## src/rtl/async_fifo_rptr_empty.sv

```systemverilog
// Read-domain pointer/status controller for the async FIFO: read pointer, RAM address, empty/level/underflow.
// Optional: define ASYNC_FIFO_UNDERFLOW_STICKY_EN to hold o_underflow high from the first underflow until reset.
module async_fifo_rptr_empty #(
  parameter int unsigned ADDR_WIDTH = 3,
  parameter int unsigned AE_THRESH  = 1
) (
  input  logic                  clk,
  input  logic                  rstn,
  input  logic                  i_rd_en,
  input  logic [ADDR_WIDTH:0]   i_wptr_gray_sync,
  output logic [ADDR_WIDTH-1:0] o_raddr,
  output logic [ADDR_WIDTH:0]   o_rptr_gray,
  output logic                  o_empty,
  output logic                  o_almost_empty,
  output logic [ADDR_WIDTH:0]   o_rd_level,
  output logic                  o_underflow
);

  localparam int unsigned PW = ADDR_WIDTH + 1;
  localparam logic [PW-1:0] AE_T = PW'(AE_THRESH);

  logic [PW-1:0] rbin_q, rbin_d;
  logic [PW-1:0] rgray_q, rgray_d;
  logic [PW-1:0] level_q, level_d;
  logic [PW-1:0] wbin_sync;
  logic          empty_q, empty_d;
  logic          aempty_q, aempty_d;
  logic          underflow_q, underflow_d;
  logic          rd_fire;

  // Next pointer, status and level from the synchronized write pointer
  always_comb begin
    rd_fire = i_rd_en & ~empty_q;
    rbin_d  = rbin_q + PW'(rd_fire);
    rgray_d = (rbin_d >> 1) ^ rbin_d;

    wbin_sync         = '0;
    wbin_sync[PW-1]   = i_wptr_gray_sync[PW-1];
    for (int i = int'(PW) - 2; i >= 0; i--) begin
      wbin_sync[i] = wbin_sync[i+1] ^ i_wptr_gray_sync[i];
    end

    level_d  = wbin_sync - rbin_d;
    empty_d  = (rgray_d == i_wptr_gray_sync);
    aempty_d = (level_d <= AE_T);
`ifdef ASYNC_FIFO_UNDERFLOW_STICKY_EN
    underflow_d = underflow_q | (i_rd_en & empty_q);
`else
    underflow_d = i_rd_en & empty_q;
`endif
  end

  always_ff @(posedge clk or negedge rstn) begin
    if (!rstn) begin
      rbin_q      <= '0;
      rgray_q     <= '0;
      level_q     <= '0;
      empty_q     <= 1'b1;
      aempty_q    <= 1'b1;
      underflow_q <= 1'b0;
    end else begin
      rbin_q      <= rbin_d;
      rgray_q     <= rgray_d;
      level_q     <= level_d;
      empty_q     <= empty_d;
      aempty_q    <= aempty_d;
      underflow_q <= underflow_d;
    end
  end

  assign o_raddr        = rbin_q[ADDR_WIDTH-1:0];
  assign o_rptr_gray    = rgray_q;
  assign o_empty        = empty_q;
  assign o_almost_empty = aempty_q;
  assign o_rd_level     = level_q;
  assign o_underflow    = underflow_q;

endmodule

```

## config.mk

```make
export PLATFORM = sky130hd
export DESIGN_NAME = async_fifo_rptr_empty
export DESIGN_NICKNAME = d
export VERILOG_FILES = /design/src/rtl/async_fifo_rptr_empty.sv
export SDC_FILE = /design/constraint.sdc
export NUM_CORES = 1
export LEC_CHECK = 0
export CORE_MARGIN = 2
export CORE_UTILIZATION = 47
export CTS_BUF_LIST = sky130_fd_sc_hd__clkbuf_2 sky130_fd_sc_hd__clkbuf_4 sky130_fd_sc_hd__clkbuf_8
export DETAILED_ROUTE_END_ITERATION = 8
export PLACE_DENSITY = 0.79
export SYNTH_ARGS = -nofsm -noshare
export SYNTH_HDL_FRONTEND = slang
export SYNTH_SLANG_ARGS = --single-unit
```

## constraint.sdc

```tcl
create_clock -name clk -period 2.9 [get_ports clk]
set_clock_uncertainty 0.1 [all_clocks]
set_input_delay 0.58 -clock clk [delete_from_list [all_inputs] [get_ports clk]]
set_output_delay 0.58 -clock clk [all_outputs]
set_load 0.02 [all_outputs]
```

==> flow_metrics.env, run 1 <==
export IMPL_fraction_of_registers_with_async_set_reset_pct=100
export IMPL_global_route_usage_total_pct=16.1
export IMPL_max_slew_vio_count=0
export IMPL_status="finished clean"
export IMPL_commonest_cells_after_routing_fill_and_taps_aside="sky130_fd_sc_hd__clkdlybuf4s50_1, sky130_fd_sc_hd__dfrtp_1, sky130_fd_sc_hd__xnor2_1, sky130_fd_sc_hd__buf_4, sky130_fd_sc_hd__xor2_1"
export IMPL_fmax_ghz=0.364
export IMPL_area_growth_syn_to_layout_pct=43.7
export IMPL_number_of_storage_elements_in_the_synthesis_netlist=14
export IMPL_worst_path_max_delay_cell="sky130_fd_sc_hd__or3b_2"
export IMPL_hpwlAfterDp_microns=984
export IMPL_multiInputGateArea_sq_um=340
export IMPL_grt_pass1_wl_mm=2.09
export IMPL_post_drt_wl_per_cell_microns=12.5
export IMPL_rsz0062_at_grt="no"
export IMPL_worstHoldPathType="reg2reg"
export IMPL_post_route_drc_count=0
export IMPL_final_critical_path_setup_slack_ns=0.154
export IMPL_initial_utilization_pct=48.6
export IMPL_tritoncts="done"
export IMPL_netSwitchingFraction_pct=39.5
export IMPL_gp_routability_congestion=0.741
export IMPL_diodes=0
export IMPL_core_region_area_sq_um=1470
export IMPL_power_combinational_fraction_pct=65.0
export IMPL_route_detailed_vias_per_inst=4.86
export IMPL_cp_max_fo=3
export IMPL_globalRouteOverflowTotal=0
export IMPL_slew_headroom_pct=58.7
export IMPL_powerDensity_nw_per_um2=1340
export IMPL_grt_start_max_net_pins=15
export IMPL_critical_path_top_cell_by_count="sky130_fd_sc_hd__ha_1"
export IMPL_antenna_violating_nets_post_route=0
export IMPL_cp_cell_sequence="clkdlybuf4s50_1 -> nor2b_1 -> ha_1 -> ha_1 -> xnor2_1 -> ha_1 -> or3b_2 -> o311ai_4 -> xnor2_1 -> nor3_2"
export IMPL_p_int_mw=0.834
export IMPL_drive_above_1_share_pct=21.2
export IMPL_timing_setup_critical_path_class="in2reg"
export IMPL_nets=98
export IMPL_finalCriticalPeriod_ns=2.75
export IMPL_filler_cell_count=107
export IMPL_synth_warning_count=0
export IMPL_die_wd_microns=43.0
export IMPL_cpPeakStageDelay_ns=0.48
export IMPL_ios=21
export IMPL_post_cts_buffers=0
export IMPL_finalSetupViolCount=0
export IMPL_dr_total_vias=491
export IMPL_startpoint_type="input pin"
export IMPL_cp_end_kind="flip-flop"
export IMPL_cellLeakagePower_nw=0.470
export IMPL_post_route_period_util_pct=94.7
export IMPL_switching_power_mw=0.544
export IMPL_ys_dominant_reg_cell="sky130_fd_sc_hd__dfrtp_1"
export IMPL_tritoncts_num_buffers=3
export IMPL_post_cts_hold_buffer_count=0
export IMPL_buffer_ports_inserted=20
export IMPL_cts_max_level=1
export IMPL_postCtsResizedCells=0
export IMPL_final_common_cell="sky130_fd_sc_hd__clkdlybuf4s50_1"
export IMPL_maxCapViolations=0
export IMPL_netlist_instances=54
export IMPL_timing_hold_violations_final=0
export IMPL_initial_antenna_violation_count=0
export IMPL_die_area_sq_um=1850
export IMPL_number_of_library_cell_types_mapped_by_synthesis=20
export IMPL_drt_pre_antenna_iters=2
export IMPL_dpl_cell_area_sq_um=992
export IMPL_syn_mean_instance_area_sq_um=13.3
export IMPL_synth_sequential_area_ratio_pct=49.3
export IMPL_std_cell_rows=14
export IMPL_pwr_share_clk_pct=10.2
export IMPL_critPathRequiredTime_ns=3.01
export IMPL_first_global_vias=501
export IMPL_cts_clk_slew_worst_paths_ns=0.09
export IMPL_register_area_sq_um=353
export IMPL_clock_root_buffer="sky130_fd_sc_hd__clkbuf_4"
export IMPL_cts_sink_count=14
export IMPL_mappedNetlistArea_sq_um=716
export IMPL_drt_iter0_drc=2
export IMPL_timing_critical_path_arrival_ns=2.86
export IMPL_syn_num_nets=66
export IMPL_totalWireLength_mm=1.26
export IMPL_clock_insertion_delay_at_the_later_pin_of_the_skew_report_ns=0.28
export IMPL_floorplan_die_height_microns=43.0
export IMPL_post_route_cell_area_sq_um=1030
export IMPL_pre_cts_slack_ns=-0.0980
export IMPL_ir_drop_uv=619
export IMPL_synth_edf_count=0
export IMPL_tightestPinTransition_ns=0.618
export IMPL_pwr_share_seq_pct=24.8
export IMPL_clockBufferDepth=2
metrics by stage:
stage / utilization (%) / hold slack [ns] / std cells / setup TNS (ns) / power [mW]
detailed placement: 67.4 / 0.430 / 97 / -0.162 / 1.24
floorplan: - / 0.184 / 54 / 0 / 0.908
CTS: 69.9 / 0.443 / 101 / 0 / 1.40
finish: 69.9 / 0.452 / 101 / 0 / 1.38
global route: 69.9 / 0.475 / 101 / 0 / 1.47
global placement: 67.4 / 0.432 / 97 / -0.0970 / 1.22
cell families (layout without fill, tap and decap cells):
| group | Yosys count | count (layout) | synth area share (%) |
|---|---|---|---|
| DFF | 14 | 14 | 49.3 |
| xor gates and xnor gates | 16 | 16 | 23.6 |
| AOI/OAI and AO/OA | 3 | 3 | 5.77 |
| buffers and inverters | 6 | 37 | 3.15 |
| and+or+nand+nor | 9 | 9 | 8.04 |
| adders and majority gates | 5 | 5 | 8.74 |
| muxes | 1 | 1 | 1.40 |
worst max-delay path: cells and delay by family:
family                   cells  cell delay [ns]
buffers and inverters        1             0.41
AO/OA/AOI/OAI                1             0.10
AND/OR/NAND/NOR              3             0.68
XOR/XNOR                     2             0.37
adder cells (fa/ha/maj)      3             0.73
final cells by class:
cell class              instances  share of cell area, %
well taps                      16                   1.95
flip-flops and latches         14                   34.3
repair buffers                 28                   25.3
clock buffers                   4                   3.53
inverters                       5                   1.82
multi-input cells              34                   33.1
state kept, by name, indices dropped and copies added (netlist names):
signal / flops
o_almost_empty: 1
o_empty: 1
o_rd_level: 4
o_rptr_gray: 3
o_underflow: 1
rbin_q: 4
synth_stat cells, drive strengths merged (2+ instances only):
cell / count / share of area, %
dfstp: 2 / 7.3
ha: 5 / 8.7
xnor2: 8 / 9.8
xnor3: 2 / 6.5
dfrtp: 12 / 42
xor2: 6 / 7.3
nor3: 2 / 2.1
inv: 5 / 2.6
and2: 3 / 2.6
per-layer routing:
layer	vias to the layer above	global-route usage [%]	wire length [microns]
li1	238	-	-
met1	234	17.7	519
met2	15	27.0	650
met3	4	2.98	53
met4	0	12.7	36
met5	-	0	0
path summary, 6_finish.rpt:
check	from	to	slack (ns)	cells after the start
worst min register to register	o_empty$_DFF_PN1_	o_underflow$_DFF_PN0_	0.45	1
min in group asynchronous	rstn	o_rptr_gray[2]$_DFF_PN0_	0.57	1
worst max-delay path	i_rd_en	o_almost_empty$_DFF_PN1_	0.15	10
worst max register to register	o_empty$_DFF_PN1_	o_almost_empty$_DFF_PN1_	0.40	9
max in group asynchronous	rstn	o_rd_level[3]$_DFF_PN0_	1.72	1
worst min-delay path	o_empty$_DFF_PN1_	o_underflow$_DFF_PN0_	0.45	1
power by group through the flow:
stage | sequential (mW) | clock [mW] | combinational [mW]
floorplan | 0.452 | 0 | 0.456
global placement | 0.344 | 0 | 0.877
detailed placement | 0.347 | 0 | 0.895
CTS | 0.344 | 0.146 | 0.909
global route | 0.351 | 0.157 | 0.960
finish | 0.341 | 0.140 | 0.896
Note: power is estimated with default switching activity, not from simulation.
==> run 2: changes to the inputs <==
--- a/config.mk
+++ b/config.mk
@@ -5,7 +5,7 @@
 export SDC_FILE = /design/constraint.sdc
 export NUM_CORES = 1
 export LEC_CHECK = 0
-export CORE_MARGIN = 2
+export CORE_MARGIN = 4
 export CORE_UTILIZATION = 47
 export CTS_BUF_LIST = sky130_fd_sc_hd__clkbuf_2 sky130_fd_sc_hd__clkbuf_4 sky130_fd_sc_hd__clkbuf_8
 export DETAILED_ROUTE_END_ITERATION = 8
==> flow_metrics.env, run 2 (synthesis gave the netlist of run 1 again) <==
export IMPL_die_wd_microns=47.0
export IMPL_slew_headroom_pct=61.9
export IMPL_postCtsResizedCells=0
export IMPL_core_region_area_sq_um=1370
export IMPL_clockBufferDepth=2
export IMPL_multiInputGateArea_sq_um=340
export IMPL_totalWireLength_mm=1.29
export IMPL_r2r_cells=9
export IMPL_global_route_usage_total_pct=14.9
export IMPL_max_slew_vio_count=0
export IMPL_critPathTopFamily="adder cells"
export IMPL_final_critical_path_setup_slack_ns=0.152
export IMPL_floorplan_die_height_microns=47.0
export IMPL_rsz0062_at_grt="no"
export IMPL_first_global_vias=548
export IMPL_post_cts_buffers=0
export IMPL_fmax_ghz=0.364
export IMPL_worst_hold_path_num_cells=1
export IMPL_grt_start_max_net_pins=15
export IMPL_critPathRequiredTime_ns=2.98
export IMPL_clock_insertion_delay_at_the_later_pin_of_the_skew_report_ns=0.26
export IMPL_critical_path_top_cell_by_count="sky130_fd_sc_hd__ha_1"
export IMPL_worst_path_max_delay_cell="sky130_fd_sc_hd__or3b_2"
export IMPL_timing_setup_tns_ns=0
export IMPL_status="finished clean"
export IMPL_diodes=0
export IMPL_finalSetupViolCount=0
export IMPL_cpPeakStageDelay_ns=0.48
export IMPL_dr_total_vias=486
export IMPL_numPlacedInstances=95
export IMPL_startpoint_type="input pin"
export IMPL_initial_utilization_pct=52.4
export IMPL_gp_routability_congestion=0.750
export IMPL_globalRouteOverflowTotal=0
export IMPL_post_route_drc_count=0
export IMPL_pre_cts_slack_ns=-0.116
export IMPL_worstHoldPathType="reg2reg"
export IMPL_cp_end_kind="flip-flop"
export IMPL_total_power_mw=1.32
export IMPL_timing_critical_path_arrival_ns=2.83
export IMPL_powerDensity_nw_per_um2=1310
export IMPL_filler_cell_count=111
export IMPL_cts_max_level=1
export IMPL_cts_clk_slew_worst_paths_ns=0.08
export IMPL_tritoncts_num_buffers=3
export IMPL_ios=21
export IMPL_post_route_period_util_pct=94.8
export IMPL_cp_max_fo=3
export IMPL_cellLeakagePower_nw=0.458
export IMPL_post_cts_hold_buffer_count=0
export IMPL_drt_iter0_drc=0
export IMPL_tritoncts="done"
export IMPL_timing_setup_critical_path_class="in2reg"
export IMPL_timing_critical_path_buf_inv=1
export IMPL_commonest_cells_after_routing_fill_and_taps_aside="sky130_fd_sc_hd__clkdlybuf4s50_1, sky130_fd_sc_hd__dfrtp_1, sky130_fd_sc_hd__xnor2_1"
export IMPL_drt_pre_antenna_iters=1
export IMPL_route_detailed_vias_per_inst=4.96
export IMPL_post_route_cell_area_sq_um=1010
export IMPL_clock_root_buffer="sky130_fd_sc_hd__clkbuf_4"
export IMPL_initial_antenna_violation_count=0
export IMPL_ir_drop_uv=640
export IMPL_final_common_cell="sky130_fd_sc_hd__clkdlybuf4s50_1"
export IMPL_post_drt_wl_per_cell_microns=13.2
export IMPL_area_growth_syn_to_layout_pct=40.6
export IMPL_dpl_cell_area_sq_um=983
export IMPL_grt_pass1_wl_mm=2.25
export IMPL_cp_cell_sequence="clkdlybuf4s50_1 -> nor2b_1 -> ha_1 -> ha_1 -> xnor2_1 -> ha_1 -> or3b_2 -> o311ai_4 -> xnor2_1 -> nor3_2"
export IMPL_drive_above_1_share_pct=19.3
export IMPL_hpwlAfterDp_mm=1.15
export IMPL_buffer_ports_inserted=20
export IMPL_nets=97
export IMPL_antenna_violating_nets_post_route=0
export IMPL_die_area_sq_um=2210
export IMPL_maxCapViolations=0
export IMPL_finalCriticalPeriod_ns=2.75
export IMPL_cts_sink_count=14
export IMPL_std_cell_rows=13
export IMPL_register_area_sq_um=353
export IMPL_cp_depth=10
export IMPL_timing_hold_violations_final=0
export IMPL_tightestPinTransition_ns=0.570
export IMPL_finish_cell_count_without_fillers=98
==> run 2: cell types whose count changed in the layout (fill, tap and decap cells not counted) <==
| cell | previous run | this run |
|---|---|---|
| sky130_fd_sc_hd__buf_4 | 8 | 7 |
| sky130_fd_sc_hd__clkbuf_8 | 1 | 0 |
==> run 2: metal layers <==
metal / GRT usage, % / wire [microns] / vias to the layer above
met1: 16.5 / 513 / 232
met3: 2.30 / 41 / 2
met2: 27.6 / 714 / 15
li1: - / - / 237
met4: 6.63 / 19 / 0
met5: 0 / 0 / -
==> run 2: final cells by class <==
class	count	area share (%)
clock buffers	3	2.24
repair buffers	27	25.1
multi-input cells	34	33.8
well taps	15	1.87
flip-flops and latches	14	35.1
inverters	5	1.87
==> run 2: path summary, 6_finish.rpt <==
path,startpoint,endpoint,slack [ns]
min in group asynchronous,rstn,o_rptr_gray[1]$_DFF_PN0_,0.58
max reg2reg,o_empty$_DFF_PN1_,o_almost_empty$_DFF_PN1_,0.44
max,i_rd_en,o_almost_empty$_DFF_PN1_,0.15
min reg2reg,o_empty$_DFF_PN1_,o_underflow$_DFF_PN0_,0.44
min,o_empty$_DFF_PN1_,o_underflow$_DFF_PN0_,0.44
max in group asynchronous,rstn,o_almost_empty$_DFF_PN1_,1.74
==> run 2: power by group <==
group | internal [mW] | switching [mW] | total, mW
Combinational | 0.447 | 0.434 | 0.881
Clock | 0.0478 | 0.0495 | 0.0972
Sequential | 0.297 | 0.0447 | 0.342
Total | 0.791 | 0.528 | 1.32
==> run 2: metrics by stage <==
stage / util (%) / hold slack [ns]
final: 73.6 / 0.441
after global routing: 73.6 / 0.459
after CTS: 73.6 / 0.447
after detailed placement: 72.0 / 0.436
after global placement: 72.0 / 0.420
after floorplan: - / 0.184
